File: src/rtl/ser_queue_ctrl.sv
// ser_queue_ctrl: serial receive -> DEPTH-entry FIFO -> serial transmit, plus a
// free-running clk_div output. Frames are start(0), WIDTH data bits LSB first,
// [even parity], stop(1). One serial bit per ser_clk cycle.
// Optional feature macro: SER_QUEUE_PARITY_EN adds an even-parity bit to every
// frame (RX_PAR / TX_PAR states) and drives par_err; without it par_err is 0.
// rx_state_dbg / tx_state_dbg expose the raw FSM state encodings.
module ser_queue_ctrl #(
   parameter int WIDTH = 8,
   parameter int DEPTH = 4,
   parameter int DIV   = 4
) (
   input  logic                   ser_clk,
   input  logic                   reset,
   input  logic                   ser_in,
   input  logic                   tx_en,
   input  logic                   clr_err,
   output logic                   ser_out,
   output logic                   clk_div,
   output logic [$clog2(DEPTH):0] count,
   output logic                   empty,
   output logic                   full,
   output logic                   overflow,
   output logic                   frame_err,
   output logic                   par_err,
   output logic [1:0]             rx_state_dbg,
   output logic [2:0]             tx_state_dbg
);

   localparam int PW = $clog2(DEPTH);
   localparam int CW = PW + 1;
   localparam int BW = $clog2(WIDTH);
   localparam int DW = $clog2(DIV);
   localparam logic [BW-1:0] LAST_BIT = BW'(WIDTH - 1);
   localparam logic [DW-1:0] DIV_LAST = DW'(DIV / 2 - 1);

`ifdef SER_QUEUE_PARITY_EN
   typedef enum logic [1:0] {RX_IDLE = 2'd0, RX_DATA = 2'd1, RX_STOP = 2'd2,
                             RX_PAR = 2'd3} rx_state_t;
   typedef enum logic [2:0] {TX_IDLE = 3'd0, TX_START = 3'd1, TX_DATA = 3'd2,
                             TX_STOP = 3'd3, TX_PAR = 3'd4} tx_state_t;
`else
   typedef enum logic [1:0] {RX_IDLE = 2'd0, RX_DATA = 2'd1,
                             RX_STOP = 2'd2} rx_state_t;
   typedef enum logic [2:0] {TX_IDLE = 3'd0, TX_START = 3'd1, TX_DATA = 3'd2,
                             TX_STOP = 3'd3} tx_state_t;
`endif

   rx_state_t        rx_state;
   tx_state_t        tx_state;
   logic [BW-1:0]    rx_cnt;
   logic [WIDTH-1:0] rx_shift;
   logic [BW-1:0]    tx_cnt;
   logic [WIDTH-1:0] tx_shift;
   logic [PW-1:0]    wr_ptr;
   logic [PW-1:0]    rd_ptr;
   logic [WIDTH-1:0] mem [DEPTH];
   logic [DW-1:0]    div_cnt;

`ifdef SER_QUEUE_PARITY_EN
   logic             rx_par_bad;
   logic             tx_par;
   logic             perr_ev;
`endif

   // FIFO handshake: push is offered by a good frame in RX_STOP and is taken
   // when the FIFO is not full or a pop happens on the same edge; pop is taken
   // whenever the transmitter is free (TX_IDLE or finishing TX_STOP), tx_en is
   // high and the FIFO is not empty. A refused push is dropped and flagged.
   logic             pop;
   logic             push;
   logic             good_frame;
   logic             ovf_ev;
   logic             ferr_ev;

   assign rx_state_dbg = rx_state;
   assign tx_state_dbg = tx_state;

   // Push/pop decisions and error events for the current cycle.
   always_comb begin
      pop        = 1'b0;
      push       = 1'b0;
      good_frame = 1'b0;
      ovf_ev     = 1'b0;
      ferr_ev    = 1'b0;
`ifdef SER_QUEUE_PARITY_EN
      perr_ev    = 1'b0;
      perr_ev    = (rx_state == RX_PAR) && (ser_in != (^rx_shift));
      good_frame = (rx_state == RX_STOP) && ser_in && !rx_par_bad;
`else
      good_frame = (rx_state == RX_STOP) && ser_in;
`endif
      pop     = ((tx_state == TX_IDLE) || (tx_state == TX_STOP)) && tx_en && !empty;
      push    = good_frame && (!full || pop);
      ovf_ev  = good_frame && full && !pop;
      ferr_ev = (rx_state == RX_STOP) && !ser_in;
   end

   // Receive FSM: detect start bit, shift data in LSB first, check stop bit.
   always_ff @(posedge ser_clk or posedge reset) begin
      if (reset) begin
         rx_state <= RX_IDLE;
         rx_cnt   <= '0;
         rx_shift <= '0;
`ifdef SER_QUEUE_PARITY_EN
         rx_par_bad <= 1'b0;
`endif
      end else begin
         case (rx_state)
            RX_IDLE: begin
               if (!ser_in) begin
                  rx_state <= RX_DATA;
                  rx_cnt   <= '0;
               end
            end
            RX_DATA: begin
               rx_shift <= {ser_in, rx_shift[WIDTH-1:1]};
               if (rx_cnt == LAST_BIT) begin
`ifdef SER_QUEUE_PARITY_EN
                  rx_state <= RX_PAR;
`else
                  rx_state <= RX_STOP;
`endif
               end else begin
                  rx_cnt <= rx_cnt + BW'(1);
               end
            end
`ifdef SER_QUEUE_PARITY_EN
            RX_PAR: begin
               rx_par_bad <= perr_ev;
               rx_state   <= RX_STOP;
            end
`endif
            RX_STOP: begin
               // Always back to idle so a start bit on the next edge is seen.
               rx_state <= RX_IDLE;
`ifdef SER_QUEUE_PARITY_EN
               rx_par_bad <= 1'b0;
`endif
            end
            default: rx_state <= RX_IDLE;
         endcase
      end
   end

   // FIFO storage; written at the stop-bit edge of an accepted frame.
   always_ff @(posedge ser_clk) begin
      if (push) begin
         mem[wr_ptr] <= rx_shift;
      end
   end

   // FIFO pointers and registered occupancy / full / empty.
   always_ff @(posedge ser_clk or posedge reset) begin
      if (reset) begin
         wr_ptr <= '0;
         rd_ptr <= '0;
         count  <= '0;
         empty  <= 1'b1;
         full   <= 1'b0;
      end else begin
         if (push) begin
            wr_ptr <= wr_ptr + PW'(1);
         end
         if (pop) begin
            rd_ptr <= rd_ptr + PW'(1);
         end
         if (push && !pop) begin
            count <= count + CW'(1);
            empty <= 1'b0;
            full  <= (count == CW'(DEPTH - 1));
         end else if (pop && !push) begin
            count <= count - CW'(1);
            full  <= 1'b0;
            empty <= (count == CW'(1));
         end
      end
   end

   // Transmit FSM: pop head word, send start, data LSB first, [parity], stop.
   always_ff @(posedge ser_clk or posedge reset) begin
      if (reset) begin
         tx_state <= TX_IDLE;
         ser_out  <= 1'b1;
         tx_cnt   <= '0;
         tx_shift <= '0;
`ifdef SER_QUEUE_PARITY_EN
         tx_par   <= 1'b0;
`endif
      end else begin
         case (tx_state)
            TX_IDLE, TX_STOP: begin
               // The edge that ends the stop bit may start the next frame.
               if (pop) begin
                  tx_shift <= mem[rd_ptr];
`ifdef SER_QUEUE_PARITY_EN
                  tx_par   <= ^mem[rd_ptr];
`endif
                  ser_out  <= 1'b0;
                  tx_state <= TX_START;
               end else begin
                  ser_out  <= 1'b1;
                  tx_state <= TX_IDLE;
               end
            end
            TX_START: begin
               ser_out  <= tx_shift[0];
               tx_shift <= tx_shift >> 1;
               tx_cnt   <= '0;
               tx_state <= TX_DATA;
            end
            TX_DATA: begin
               if (tx_cnt == LAST_BIT) begin
`ifdef SER_QUEUE_PARITY_EN
                  ser_out  <= tx_par;
                  tx_state <= TX_PAR;
`else
                  ser_out  <= 1'b1;
                  tx_state <= TX_STOP;
`endif
               end else begin
                  ser_out  <= tx_shift[0];
                  tx_shift <= tx_shift >> 1;
                  tx_cnt   <= tx_cnt + BW'(1);
               end
            end
`ifdef SER_QUEUE_PARITY_EN
            TX_PAR: begin
               ser_out  <= 1'b1;
               tx_state <= TX_STOP;
            end
`endif
            default: begin
               ser_out  <= 1'b1;
               tx_state <= TX_IDLE;
            end
         endcase
      end
   end

   // Sticky error flags: a new event on the clearing cycle keeps the flag set.
   always_ff @(posedge ser_clk or posedge reset) begin
      if (reset) begin
         overflow  <= 1'b0;
         frame_err <= 1'b0;
`ifdef SER_QUEUE_PARITY_EN
         par_err   <= 1'b0;
`endif
      end else begin
         overflow  <= (overflow & ~clr_err) | ovf_ev;
         frame_err <= (frame_err & ~clr_err) | ferr_ev;
`ifdef SER_QUEUE_PARITY_EN
         par_err   <= (par_err & ~clr_err) | perr_ev;
`endif
      end
   end

`ifndef SER_QUEUE_PARITY_EN
   assign par_err = 1'b0;
`endif

   // Clock divider: toggle every DIV/2 cycles, starting low after reset.
   always_ff @(posedge ser_clk or posedge reset) begin
      if (reset) begin
         div_cnt <= '0;
         clk_div <= 1'b0;
      end else if (div_cnt == DIV_LAST) begin
         div_cnt <= '0;
         clk_div <= ~clk_div;
      end else begin
         div_cnt <= div_cnt + DW'(1);
      end
   end

endmodule

File: config.mk
export PLATFORM = sky130hd
export DESIGN_NAME = ser_queue_ctrl
export DESIGN_NICKNAME = d
export VERILOG_FILES = /design/src/rtl/ser_queue_ctrl.sv
export SDC_FILE = /design/constraint.sdc
export NUM_CORES = 1
export LEC_CHECK = 0
export BUFFER_PORTS_ARGS = -buffer_cell sky130_fd_sc_hd__buf_2
export CAP_MARGIN = 10
export CORE_MARGIN = 2
export CORE_UTILIZATION = 35
export CTS_BUF_LIST = sky130_fd_sc_hd__clkbuf_4
export DETAILED_ROUTE_END_ITERATION = 8
export PLACE_DENSITY_LB_ADDON = 0.1
export SLEW_MARGIN = 10
export SYNTH_ARGS = -nofsm -noshare
export SYNTH_HDL_FRONTEND = slang
export SYNTH_SLANG_ARGS = --single-unit
File: constraint.sdc
create_clock -name ser_clk -period 4.4 [get_ports ser_clk]
set_input_delay 1.1 -clock ser_clk [delete_from_list [all_inputs] [get_ports ser_clk]]
set_output_delay 1.1 -clock ser_clk [all_outputs]
set_load 0.05 [all_outputs]
==> flow_metrics.py <==
metrics = {
    "placed_design": {
        "portBuffers": 17,
        "place_hpwl_mm": 3.240,
        "place_congestion": 0.6451,
    },
    "clock_tree": {
        "h-tree-depth": 3,
        "ctsHoldBuffers": 0,
        "root_buffer": "clkbuf_4",
        "clockBufferDepth": 2,
        "postCtsSetupBuffers": 0,
        "cts_buffers": 9,
        "cts_tree": "yes",
        "cts_sinks": 73,
        "clk_pin_slew_ns": 0.12,
        "cts_resized": 0,
        "clk_latency_ns": 0.41,
    },
    "route": {
        "wl_per_cell_um": 14.33,
        "route.antenna.remaining_nets": 0,
        "wirelength_mm": 4.871,
        "drc": 0,
        "dr.first_iter.drc_count": 63,
        "drt-vias-per-instance": 4.676,
        "num_vias": 1590,
        "drtPass1Iterations": 4,
    },
    "logic_synthesis": {
        "yosys_warnings": 0,
        "synth_area_leaders": "dfrtp_1 (31%), edfxtp_1 (30%), mux2_2 (8.9%)",
        "synth-seq-cells": 73,
        "synth_most_common_cell": "dfrtp_1",
        "avgSynthCellArea_um2": 15.31,
        "ys_seq_area_frac": 0.6310,
        "synthArstFlopShare": 0.5616,
        "synthesis.area_mm2": 0.003153,
        "synth_edf_count": 32,
        "synth_top_area_frac": 0.3095,
        "yosysTopAreaCell": "dfrtp_1",
        "synth_commonest_cells": "dfrtp_1 (39), edfxtp_1 (32), mux2_2 (25)",
        "synthCells": 206,
        "synthFlopType": "dfrtp_1",
        "ys_types": 30,
    },
    "worst_setup_path": {
        "cp-end-kind": "flop",
        "worstReg2RegEnd": "mem[1][6]$_DFFE_PP_",
        "cp.arrival_ns": 2.84,
        "worstPathCellList": "inv_1, ha_1, nand3b_2, a21oi_1, and2_1",
        "r2r_start": "tx_state_dbg[0]$_DFFE_PP0P_",
        "r2r_cells": 5,
        "crit_type": "reg2reg",
        "crit_buf_inv": 1,
        "crit_path_start_kind": "flop",
        "cp_max_fo": 15,
        "required_ns": 4.47,
        "slowest_stage": "ha_1",
        "r2r_setup_slack_ns": 1.62,
        "crit_family": "simple AND/OR/NAND/NOR gates",
        "critPathMaxStageDelay_ns": 0.64,
    },
    "layout": {
        "diodes": 0,
        "nNetsFinal": 248,
        "area_delta_synth_final_pct": 10.12,
        "drive_above_1_share": 0.3017,
        "post-route-util": 0.3981,
    },
    "floorplan": {
        "die_area_mm2": 0.009784,
        "dieWidth_um": 98.92,
        "die_h_um": 98.92,
        "rows": 34,
        "start_util": 0.3615,
        "design.core.area_mm2": 0.008721,
        "ios": 20,
    },
    "outcome": {
        "status": "complete, no violations",
    },
    "grt": {
        "grt_max_degree": 42,
        "grt_pass1_vias": 1613,
        "grt_antenna_before_repair": 0,
        "grt_remaining_overflow": 0,
        "grt_pass1_wl_mm": 8.162,
        "grt_usage": 0.1100,
    },
    "sta": {
        "timing.fmax_ghz": 0.3602,
        "drv_slew": 0,
        "tightest_slew_ns": 0.8462,
        "rsz0062_at_grt": "false",
        "max-slew-margin-rel": 0.4347,
        "worst_clock_skew_ns": 0.01217,
        "finalCriticalPeriod_ns": 2.777,
        "setup_viol": 0,
        "final_hold_viol_count": 0,
        "period_share": 0.6310,
        "fin_setup_tns_ns": 0,
    },
    "hold_path": {
        "whs_endpoint": "div_cnt[0]$_DFF_PP0_",
        "hold_path.class": "reg2reg",
        "hold_path_depth": 1,
        "min_from": "div_cnt[0]$_DFF_PP0_",
    },
    "power_and_ir_drop": {
        "p_leak_nw": 1.455,
        "max-vdd-ir-drop_uv": 221.6,
        "power_w": 0.002431,
        "pwr_density_cell_mw_per_mm2": 700.3,
    },
    "job": {
        "maxCapViolCount": 0,
    },
}
==> metal layers <==
layer,global-route usage,share of wire,up-vias
met5,0,0,-
met4,0.03793,0.0078,0
met3,0.04539,0.039,2
met2,0.1731,0.49,24
met1,0.1375,0.46,786
li1,-,-,778
==> cell usage in the layout, fill, tap and decap left out, types with 3 or more instances in the layout <==
cell type,count
mux4_2,7
inv_1,15
clkbuf_4,9
inv_6,3
ha_1,16
nand2b_1,3
nor2b_1,5
and2_1,5
a22o_1,6
a21oi_1,3
mux2_2,25
buf_2,17
xnor2_1,3
o21ai_0,9
dfrtp_1,39
edfxtp_1,32
nand2_1,8
nor2_1,5
==> worst max-delay path by stage <==
| stage | endpoint | slack [ns] | depth (start not counted) | start |
|---|---|---|---|---|
| floorplan | count[2]$_DFFE_PP0P_ | 1.87 | 9 | tx_state_dbg[0]$_DFFE_PP0P_ |
| global placement | mem[1][2]$_DFFE_PP_ | 1.62 | 4 | tx_en |
| detailed placement | mem[3][2]$_DFFE_PP_ | 1.57 | 4 | tx_en |
| CTS | mem[3][6]$_DFFE_PP_ | 1.56 | 5 | tx_state_dbg[0]$_DFFE_PP0P_ |
| global route | count[2]$_DFFE_PP0P_ | 1.34 | 7 | tx_state_dbg[0]$_DFFE_PP0P_ |
| finish | mem[1][6]$_DFFE_PP_ | 1.62 | 5 | tx_state_dbg[0]$_DFFE_PP0P_ |
==> metrics by stage <==
| step | hold WS (ns) | cells | setup WS [ns] | cell area (um^2) |
|---|---|---|---|---|
| after global routing | 0.4959 | 340 | 1.341 | 3472 |
| after detailed placement | 0.4474 | 324 | 1.568 | 3321 |
| final | 0.4573 | 340 | 1.623 | 3472 |
| after floorplan | 0.4171 | 207 | 1.870 | 3157 |
| after global placement | 0.4435 | 324 | 1.616 | 3321 |
| after CTS | 0.4653 | 340 | 1.565 | 3472 |
==> cell families after synthesis <==
group / Yosys count / synth area share
fa+ha+maj: 16 / 0.06349
xor+xnor: 5 / 0.01389
simple gates: 28 / 0.04722
mux: 35 / 0.1540
flops: 73 / 0.6310
other cells: 1 / 0.001189
buf+inv: 25 / 0.03928
compound gates: 23 / 0.05000
==> worst reg2reg max path, stage by stage (launching register included) <==
cell and delay (ns):
dfrtp_1 0.41, inv_1 0.06, ha_1 0.64, nand3b_2 0.29, a21oi_1 0.55, and2_1 0.50
==> flip-flops by register name, summed over array words and instances (netlist names), 2 cells and up <==
signal,flops
mem,32
rx_shift,8
tx_shift,8
count,3
rx_cnt,3
tx_cnt,3
div_cnt,2
rd_ptr,2
rx_state_dbg,2
tx_state_dbg,2
wr_ptr,2
==> where the power goes <==
group | internal (W) | total, W | switching (W)
logic | 0.000439 | 0.000892 | 0.000453
clock network | 0.000184 | 0.000444 | 0.000260
registers | 0.000923 | 0.00110 | 0.000172
==> area by class of cell <==
class                           count  area, um^2
Fill cell                         816        5249
Sequential cell                    73        1989
Clock inverter                      7       83.83
Multi-Input combinational cell    109        1044
Tap cell                          108       135.1
Clock buffer                        9       67.56
Inverter                           16       60.06
Timing Repair Buffer               18       92.59
(Power assumes the default switching activity.)
